## src/rtl/seq_priority_encoder.sv

```systemverilog
// Sequential priority encoder: accepts an N-bit request vector over a
// valid/ready handshake, then emits the index of each set bit, lowest first,
// one per output transfer. Optional one-hot mode rejects multi-bit vectors.
module seq_priority_encoder #(
  parameter int unsigned N = 8,
  localparam int unsigned W = $clog2(N)
) (
  input  logic         clk_i,
  input  logic         rst_i,
  input  logic         onehot_mode_i,
  input  logic         in_valid_i,
  output logic         in_ready_o,
  input  logic [N-1:0] in_vec_i,
  output logic         out_valid_o,
  input  logic         out_ready_i,
  output logic [W-1:0] out_idx_o,
  output logic         out_last_o,
  output logic         zero_pulse_o,
  output logic         err_pulse_o,
  output logic         busy_o
);

  typedef enum logic {StIdle, StDrain} state_e;

  state_e       state_q;
  logic [N-1:0] pend_q;
  logic         zero_q;
  logic         err_q;

  logic         accept;
  logic         transfer;
  logic         in_multi;
  logic [N-1:0] pend_rest;

  // Handshake qualifiers and bit-trick helpers (x & (x-1) clears the lowest set bit).
  always_comb begin
    in_ready_o  = (state_q == StIdle);
    out_valid_o = (state_q == StDrain);
    busy_o      = (state_q == StDrain);
    accept      = in_valid_i & in_ready_o;
    transfer    = out_valid_o & out_ready_i;
    in_multi    = (in_vec_i & (in_vec_i - N'(1))) != '0;
    pend_rest   = pend_q & (pend_q - N'(1));
    out_last_o  = out_valid_o & (pend_rest == '0);
  end

  // Lowest-set-bit index of pend; scanning downward lets the lowest bit win.
  always_comb begin
    out_idx_o = '0;
    for (int i = N - 1; i >= 0; i--) begin
      if (pend_q[i]) out_idx_o = W'(i);
    end
  end

  // FSM, pending-vector register and registered status pulses.
  always_ff @(posedge clk_i or posedge rst_i) begin
    if (rst_i) begin
      state_q <= StIdle;
      pend_q  <= '0;
      zero_q  <= 1'b0;
      err_q   <= 1'b0;
    end else begin
      zero_q <= 1'b0;
      err_q  <= 1'b0;
      unique case (state_q)
        StIdle: begin
          if (accept) begin
            if (in_vec_i == '0) begin
              zero_q <= 1'b1;
            end else if (onehot_mode_i && in_multi) begin
              err_q <= 1'b1;
            end else begin
              pend_q  <= in_vec_i;
              state_q <= StDrain;
            end
          end
        end
        StDrain: begin
          if (transfer) begin
            pend_q <= pend_rest;
            if (out_last_o) state_q <= StIdle;
          end
        end
        default: state_q <= StIdle;
      endcase
    end
  end

  assign zero_pulse_o = zero_q;
  assign err_pulse_o  = err_q;

endmodule

```

## config.mk

```make
export PLATFORM = sky130hd
export DESIGN_NAME = seq_priority_encoder
export DESIGN_NICKNAME = d
export VERILOG_FILES = /design/src/rtl/seq_priority_encoder.sv
export SDC_FILE = /design/constraint.sdc
export NUM_CORES = 1
export LEC_CHECK = 0
export CORE_UTILIZATION = 46
export CTS_CLUSTER_SIZE = 24
export DETAILED_ROUTE_END_ITERATION = 10
export PLACE_DENSITY = 0.9
export RECOVER_POWER = 50
export REMOVE_ABC_BUFFERS = 1
export SLEW_MARGIN = 20
export SYNTH_ARGS = -nofsm -noshare
export SYNTH_HDL_FRONTEND = slang
export SYNTH_SLANG_ARGS = --single-unit
```

## constraint.sdc

```tcl
create_clock -name clk_i -period 2.35 [get_ports clk_i]
set_clock_uncertainty 0.2 [all_clocks]
set_input_delay 0.5875 -clock clk_i [delete_from_list [all_inputs] [get_ports clk_i]]
set_output_delay 0.5875 -clock clk_i [all_outputs]
set_load 0.05 [all_outputs]
```

After elaboration in Yosys (flattened, before gate mapping)
Index checks and enable logic that the tools add are counted.
- register bits: 11
- bits of input ports: 13
- output and inout port bits: 9
- word-level logic and storage cells: 47
- $add $sub $neg: 2
- equal/unequal tests: 4
- mux-type cells: 26
- bitwise logic cells: 6
- reduce and logical (&&, ||, !) cells: 5
- operator list (cell ; count):
    $mux W8 ; 4
    $mux W3 ; 8
    $and A8 B8 Y8 ; 2
    $logic_not A8 Y1 ; 2
    $pmux W8 S2 ; 1
    $sub A8 B1 Y8 const B ; 2
    $mux W1 ; 12
    $reduce_bool A8 Y1 ; 1
    $ne A2 B1 Y1 const B ; 2
    $ne A2 B2 Y1 const B ; 2
    $reduce_and A4 Y1 ; 1
    $and A1 B1 Y1 ; 3
    $pmux W1 S2 ; 1
    $logic_and A1 B1 Y1 ; 1
    $not A1 Y1 ; 1

Logic depth before layout (Yosys ltp)
Gate-level depths: netlist (run 1).
- depth after elaboration: 8
- depth in mapped cells: 6
- depth with buffers taken out: 5

Least setup slack after synthesis (run 1)
OpenSTA, ideal clock, no wires.
- kind: register to output
- start: reg pend_q[4]
- end: out out_idx_o[1]
- arrival time: 1.787 ns
- required time: 1.562 ns
- slack: -0.224 ns
- cell stages (with the launch flop): 4
- buffers on the path: 0
- path through: dfrtp_1 -> nor2_1 -> o21ai_0 -> a21boi_0
- word-level cells in the longest chain between the ends: 5
- RTL lines (element ; line ; RTL):
    start: declaration ; 26 ; logic [N-1:0] pend_q;
    start signal: assignment ; 73 ; pend_q <= in_vec_i;
    start signal: assignment ; 80 ; pend_q <= pend_rest;
    $mux W3 (5 in a row) ; 51 ; if (pend_q[i]) out_idx_o = W'(i);
    end: declaration ; 16 ; output logic [W-1:0] out_idx_o,
Every way passes these cells.

Worst setup path in the final report (run 1)
- start: reg pend_q[3]
- end: out out_last_o
- word-level cells in the longest chain between the ends: 4
- RTL lines (element ; line ; RTL):
    $sub A8 B1 Y8 ; 43 ; pend_rest = pend_q & (pend_q - N'(1));
    $and A8 B8 Y8 * ; 43 ;
    $logic_not A8 Y1 * ; 44 ; out_last_o = out_valid_o & (pend_rest == '0);
    $and A1 B1 Y1 * ; 44 ;
    end: declaration ; 17 ; output logic out_last_o,
Every way passes the cells marked *; elsewhere a longest branch is shown, timed or not.

==> impl_metrics.yaml, run 1 <==
global_route:
  grt_pass1_vias: 945
  overflow: 0
  gr-usage-all-layers_pct: 32.9
  grt_max_degree: 14
  grt_pass1_wl_um: 4400
  antenna_found_initial: 0
place:
  dp_cells: 143
  dp_hpwl_um: 1920
  place_congestion: 0.861
  port_buffers: 21
sta:
  layout_min_cycle_time_ns: 2.69
  rsz0062_at_grt: "yes"
  max_slew_margin_pct: 60.9
  worst-slew-pin-transition_ns: 0.589
  fin_hold_ws_ns: 0.465
  min_period_over_period_pct: 115
  setup_viol: 4
  finalSetupTns_ns: -0.566
  hold_viol: 0
  max_freq_mhz: 372
  setup_slack_ns: -0.341
  slew_viol_final: 0
critical_path:
  required_ns: 1.56
  r2r-start: "pend_q[3]"
  r2r_end: "busy_o"
  r2r_cells: 6
  cp_max_fo: 3
  end_kind: "output pin"
  worstSetupPathType: "flop to output pin"
  ff2ff_setup_slack_ns: 0.41
  cp-start-kind: "flop"
  worstPathArrival_ns: 1.90
worst_hold_path:
  hold_end: "pend_q[4]"
  hp-class: "flop to flop"
  hold_start: "pend_q[4]"
  hold_depth: 2
clocking:
  clk_latency_ns: 0.29
  clk_pin_slew_worst_paths_ns: 0.08
  ctsRootBufferMaster: "clkbuf_4"
  cts_buffers: 3
  htree_levels: 1
  clockBufferDepth: 2
  cts_hold_buf: 0
  cts_tree: "done"
  cts_sinks: 11
final_layout:
  diodes: 0
  final_cell_mix: "buf_4, dfrtp_1, nor2_1, inv_1, clkdlybuf4s50_1"
  stdcell_count: 152
  layout_commonest_cell: "buf_4"
  fin_nets: 150
  drive_gt1_share_pct: 41.9
  postLayoutCoreUtil_pct: 86.7
  area_growth_pct: 72.3
power_and_ir_drop:
  p_leak_nw: 0.593
  ir_worst_vdd_mv: 0.973
  total_power_mw: 2.07
  power_density_nw_per_um2: 1570
die:
  boundaryPins: 22
  die-height_um: 42.8
  num_rows: 14
  core-area_um2: 1520
  die_area_um2: 1830
  die_width_um: 42.8
  start_util_pct: 50.3
run_status:
  violations: "negative setup slack"
  outcome: "complete, but fails checks"
yosys:
  synth-seq-cells: 11
  ys_warn_count: 0
  netlist_area_um2: 767
  netlist_instances: 86
  seq_area_frac_synth_pct: 35.9
  ys_types: 35
  synth.avg_cell_area_um2: 8.92
routing:
  vias_per_cell: 6.48
  routedWlPerCell_um: 19.4
  antenna_left: 0
  first_pass_iters: 6
  drtIter0Drc: 47
  drt_wl_total_um: 2950
  via_count: 985
  drc: 0
flow_run:
  maxCapViolCount: 0
sequential cells by signal, summed over array words and instances (netlist names):
| signal | count |
|---|---|
| err_pulse_o | 1 |
| busy_o | 1 |
| pend_q | 8 |
| zero_pulse_o | 1 |
report_power, final:
| part | switching (mW) | total [mW] | internal (mW) |
|---|---|---|---|
| Clock | 0.0731 | 0.136 | 0.0634 |
| Sequential | 0.0687 | 0.330 | 0.261 |
| Combinational | 0.887 | 1.61 | 0.720 |
layout make-up:
type,count,area (um2)
repair buffers,49,447
clock buffers,3,22.5
fillers,89,203
flip-flops and latches,11,275
clock inverters,1,5.00
multi-input cells,66,529
well taps,16,20.0
inverters,6,22.5
worst max-delay path, stage by stage (launching register included):
cell	delay, ns
dfrtp_1	0.39
or4_4	0.57
buf_4	0.18
o2bb2ai_4	0.13
and3_4	0.22
buf_12	0.14
stage by stage:
stage / setup WS, ns / instance area [um2]
after global routing: -0.352 / 1320
after CTS: -0.299 / 1300
final: -0.341 / 1320
after global placement: -0.493 / 1190
after detailed placement: -0.572 / 1190
after floorplan: -0.386 / 743
cells by family (layout without fill, tap and decap cells):
kind of cell    Yosys count  count (layout)  share of synthesized area [%]
compound gates           34              34                           34.3
fa+ha+maj                 2               2                           2.61
buf+inv                   9              59                           6.04
flops                    11              11                           35.9
mux                       1               1                           1.31
simple gates             29              29                           19.9
Yosys cell counts:
| library cell | instances | share of area (%) |
|---|---|---|
| a211o_1 | 3 | 3.4 |
| a211oi_1 | 2 | 2.0 |
| a21bo_2 | 1 | 1.3 |
| a21boi_0 | 1 | 0.98 |
| a21o_1 | 1 | 0.98 |
| a21oi_1 | 7 | 4.6 |
| a221o_1 | 1 | 1.3 |
| a311o_1 | 1 | 1.3 |
| a31oi_4 | 1 | 2.8 |
| a32o_1 | 1 | 1.3 |
| a32oi_1 | 2 | 2.3 |
| and3_1 | 2 | 1.6 |
| buf_2 | 1 | 0.65 |
| buf_4 | 1 | 0.98 |
| buf_6 | 1 | 1.5 |
| dfrtp_1 | 11 | 36 |
| inv_1 | 6 | 2.9 |
| maj3_1 | 2 | 2.6 |
| mux2i_1 | 1 | 1.3 |
| nand2_1 | 5 | 2.4 |
| nand3_1 | 3 | 2.0 |
| nor2_1 | 9 | 4.4 |
| nor3_1 | 1 | 0.65 |
| nor4_1 | 3 | 2.4 |
| o21a_1 | 1 | 0.98 |
| o21ai_0 | 5 | 3.3 |
| o21ai_1 | 1 | 0.65 |
| o21bai_1 | 2 | 2.0 |
| o2bb2ai_1 | 1 | 1.1 |
| o311ai_2 | 1 | 2.1 |
| o31ai_1 | 2 | 2.0 |
| or3_1 | 3 | 2.4 |
| or3_4 | 1 | 1.5 |
| or4_1 | 1 | 0.98 |
| or4_4 | 1 | 1.5 |
worst max-delay path by stage:
stage | end | startpoint | slack (ns) | depth (start not counted)
2_1_floorplan | pend_q[6] | busy_o | -0.39 | 4
4_1_cts | out_last_o | pend_q[3] | -0.30 | 5
6_report | out_last_o | pend_q[3] | -0.34 | 5
3_3_place_gp | pend_q[6] | in_vec_i[3] | -0.49 | 6
5_1_grt | out_last_o | pend_q[3] | -0.35 | 5
3_5_place_dp | pend_q[6] | in_vec_i[3] | -0.57 | 6
layer usage:
| layer | up-vias | GRT usage, % | wire length [um] |
|---|---|---|---|
| met2 | 71 | 58.8 | 1510 |
| li1 | 435 | - | - |
| met5 | - | 0 | 0 |
| met3 | 19 | 6.81 | 202 |
| met1 | 460 | 34.6 | 1050 |
| met4 | 0 | 20.0 | 182 |
timing repair:
action	in CTS	in global routing
cloned	0	0
setup buffers	5	0
setup endpoints to repair	12	12
gates resized for setup	29	8
pin swaps	8	4
Power figures use the tool's default switching activity.
==> run 2, diff against run 1 <==
- CTS_CLUSTER_SIZE: 24 -> 16
==> results of run 2 <==
Final layout, timing and power as in run 1 (identical DEF).
==> run 3, diff against run 2 <==
- PLACE_DENSITY: 0.9 -> 0.78
==> impl_metrics.yaml, run 3 (synthesized netlist as in run 1, its figures left out) <==
flow_run:
  maxCapViolCount: 0
clocking:
  cts_tree: "done"
  cts_sinks: 11
  ctsRootBufferMaster: "clkbuf_4"
  clk_latency_ns: 0.26
  cts_buffers: 3
  cts_hold_buf: 0
  clk_pin_slew_worst_paths_ns: 0.07
  clockBufferDepth: 2
  htree_levels: 1
global_route:
  grt_pass1_wl_um: 4640
  overflow: 0
  grt_pass1_vias: 994
  antenna_found_initial: 0
  gr-usage-all-layers_pct: 34.5
  grt_max_degree: 14
routing:
  first_pass_iters: 7
  drt_wl_total_um: 2950
  drc: 0
  vias_per_cell: 6.80
  routedWlPerCell_um: 19.5
  drtIter0Drc: 60
  via_count: 1027
  antenna_left: 0
die:
  die_width_um: 42.8
  boundaryPins: 22
  core-area_um2: 1520
  num_rows: 14
  die_area_um2: 1830
  start_util_pct: 50.3
  die-height_um: 42.8
sta:
  setup_slack_ns: -0.316
  slew_viol_final: 0
  max_freq_mhz: 375
  max_slew_margin_pct: 59.4
  layout_min_cycle_time_ns: 2.67
  setup_viol: 6
  min_period_over_period_pct: 113
  hold_viol: 0
  rsz0062_at_grt: "yes"
  finalSetupTns_ns: -0.509
  worst-slew-pin-transition_ns: 0.603
critical_path:
  cp-start-kind: "flop"
  worstPathArrival_ns: 1.88
  max_stage_delay_ns: 0.59
  r2r_cells: 6
  cp_slowest_cell: "or4_4"
  cp_max_fo: 2
  r2r-start: "pend_q[1]"
  required_ns: 1.56
  worstPathCellList: "or4_4 > o21ai_4 > o2bb2ai_4 > and3_4 > buf_12"
  startpoint: "pend_q[1]"
  worstSetupPathType: "flop to output pin"
  end_kind: "output pin"
worst_hold_path:
  hold_depth: 2
  hold_start: "pend_q[4]"
  hp-class: "flop to flop"
final_layout:
  final_cell_mix: "buf_4, dfrtp_1, nor2_1, inv_1, clkdlybuf4s50_1"
  largest_reg_flops: 8
  fin_nets: 149
  top_register: "pend_q"
  drive_gt1_share_pct: 40.0
  layout_commonest_cell: "buf_4"
  stdcell_area_um2: 1320
  area_growth_pct: 71.9
  diodes: 0
  postLayoutCoreUtil_pct: 86.5
place:
  dp_hpwl_um: 1890
  port_buffers: 21
  placed_area_um2: 1210
  place_congestion: 0.868
power_and_ir_drop:
  p_leak_nw: 0.591
  total_power_mw: 2.09
  ir_worst_vdd_mv: 1.01
  power_density_nw_per_um2: 1590
run_status:
  outcome: "complete, but fails checks"
  violations: "negative setup slack"
-- run 3: layer usage --
layer	vias to the layer above	share of wire [%]	track usage (%)
li1	433	-	-
met1	479	35	39.0
met2	95	49	58.5
met3	20	11	7.23
met4	0	4.8	20.6
met5	-	0	0
-- run 3: worst paths after layout --
check | end | slack (ns)
worst min-delay path | pend_q[4] | 0.45
worst max register to register | busy_o | 0.39
max in group asynchronous | pend_q[3] | 1.09
worst max-delay path | out_last_o | -0.32
worst min register to register | pend_q[4] | 0.45
min in group asynchronous | pend_q[5] | 0.57
-- run 3: layout make-up --
class,instances,area (um2)
inverters,6,22.5
repair buffers,48,447
clock buffers,4,26.3
flip-flops and latches,11,275
well taps,16,20.0
multi-input cells,66,528
fillers,75,205
-- run 3: through the flow --
step	setup WS, ns	hold WS, ns	cells
floorplan	-0.386	0.240	83
CTS	-0.294	0.413	150
global placement	-0.475	0.394	145
global route	-0.336	0.494	151
detailed placement	-0.525	0.405	145
finish	-0.316	0.453	151
-- run 3: critical path, delay by kind of cell, from the launching register on --
family | cells | cell delay, ns
and+or+nand+nor | 2 | 0.80
buffers and inverters | 1 | 0.13
AOI/OAI and AO/OA | 2 | 0.29
DFF | 1 | 0.39
-- run 3: where the power goes --
group	switching [mW]	total, mW	internal, mW
combinational	0.903	1.64	0.740
sequential	0.0615	0.322	0.261
clock	0.0625	0.128	0.0656
total	1.03	2.09	1.07
-- run 3: timing repair --
item / CTS / global route
gates resized for setup: 32 / 6
pin swaps: 9 / 7
buffers inserted: 1 / 1
setup endpoints to repair: 11 / 9
endpoints found under the hold margin: 0 / 0
gates cloned: 0 / 0
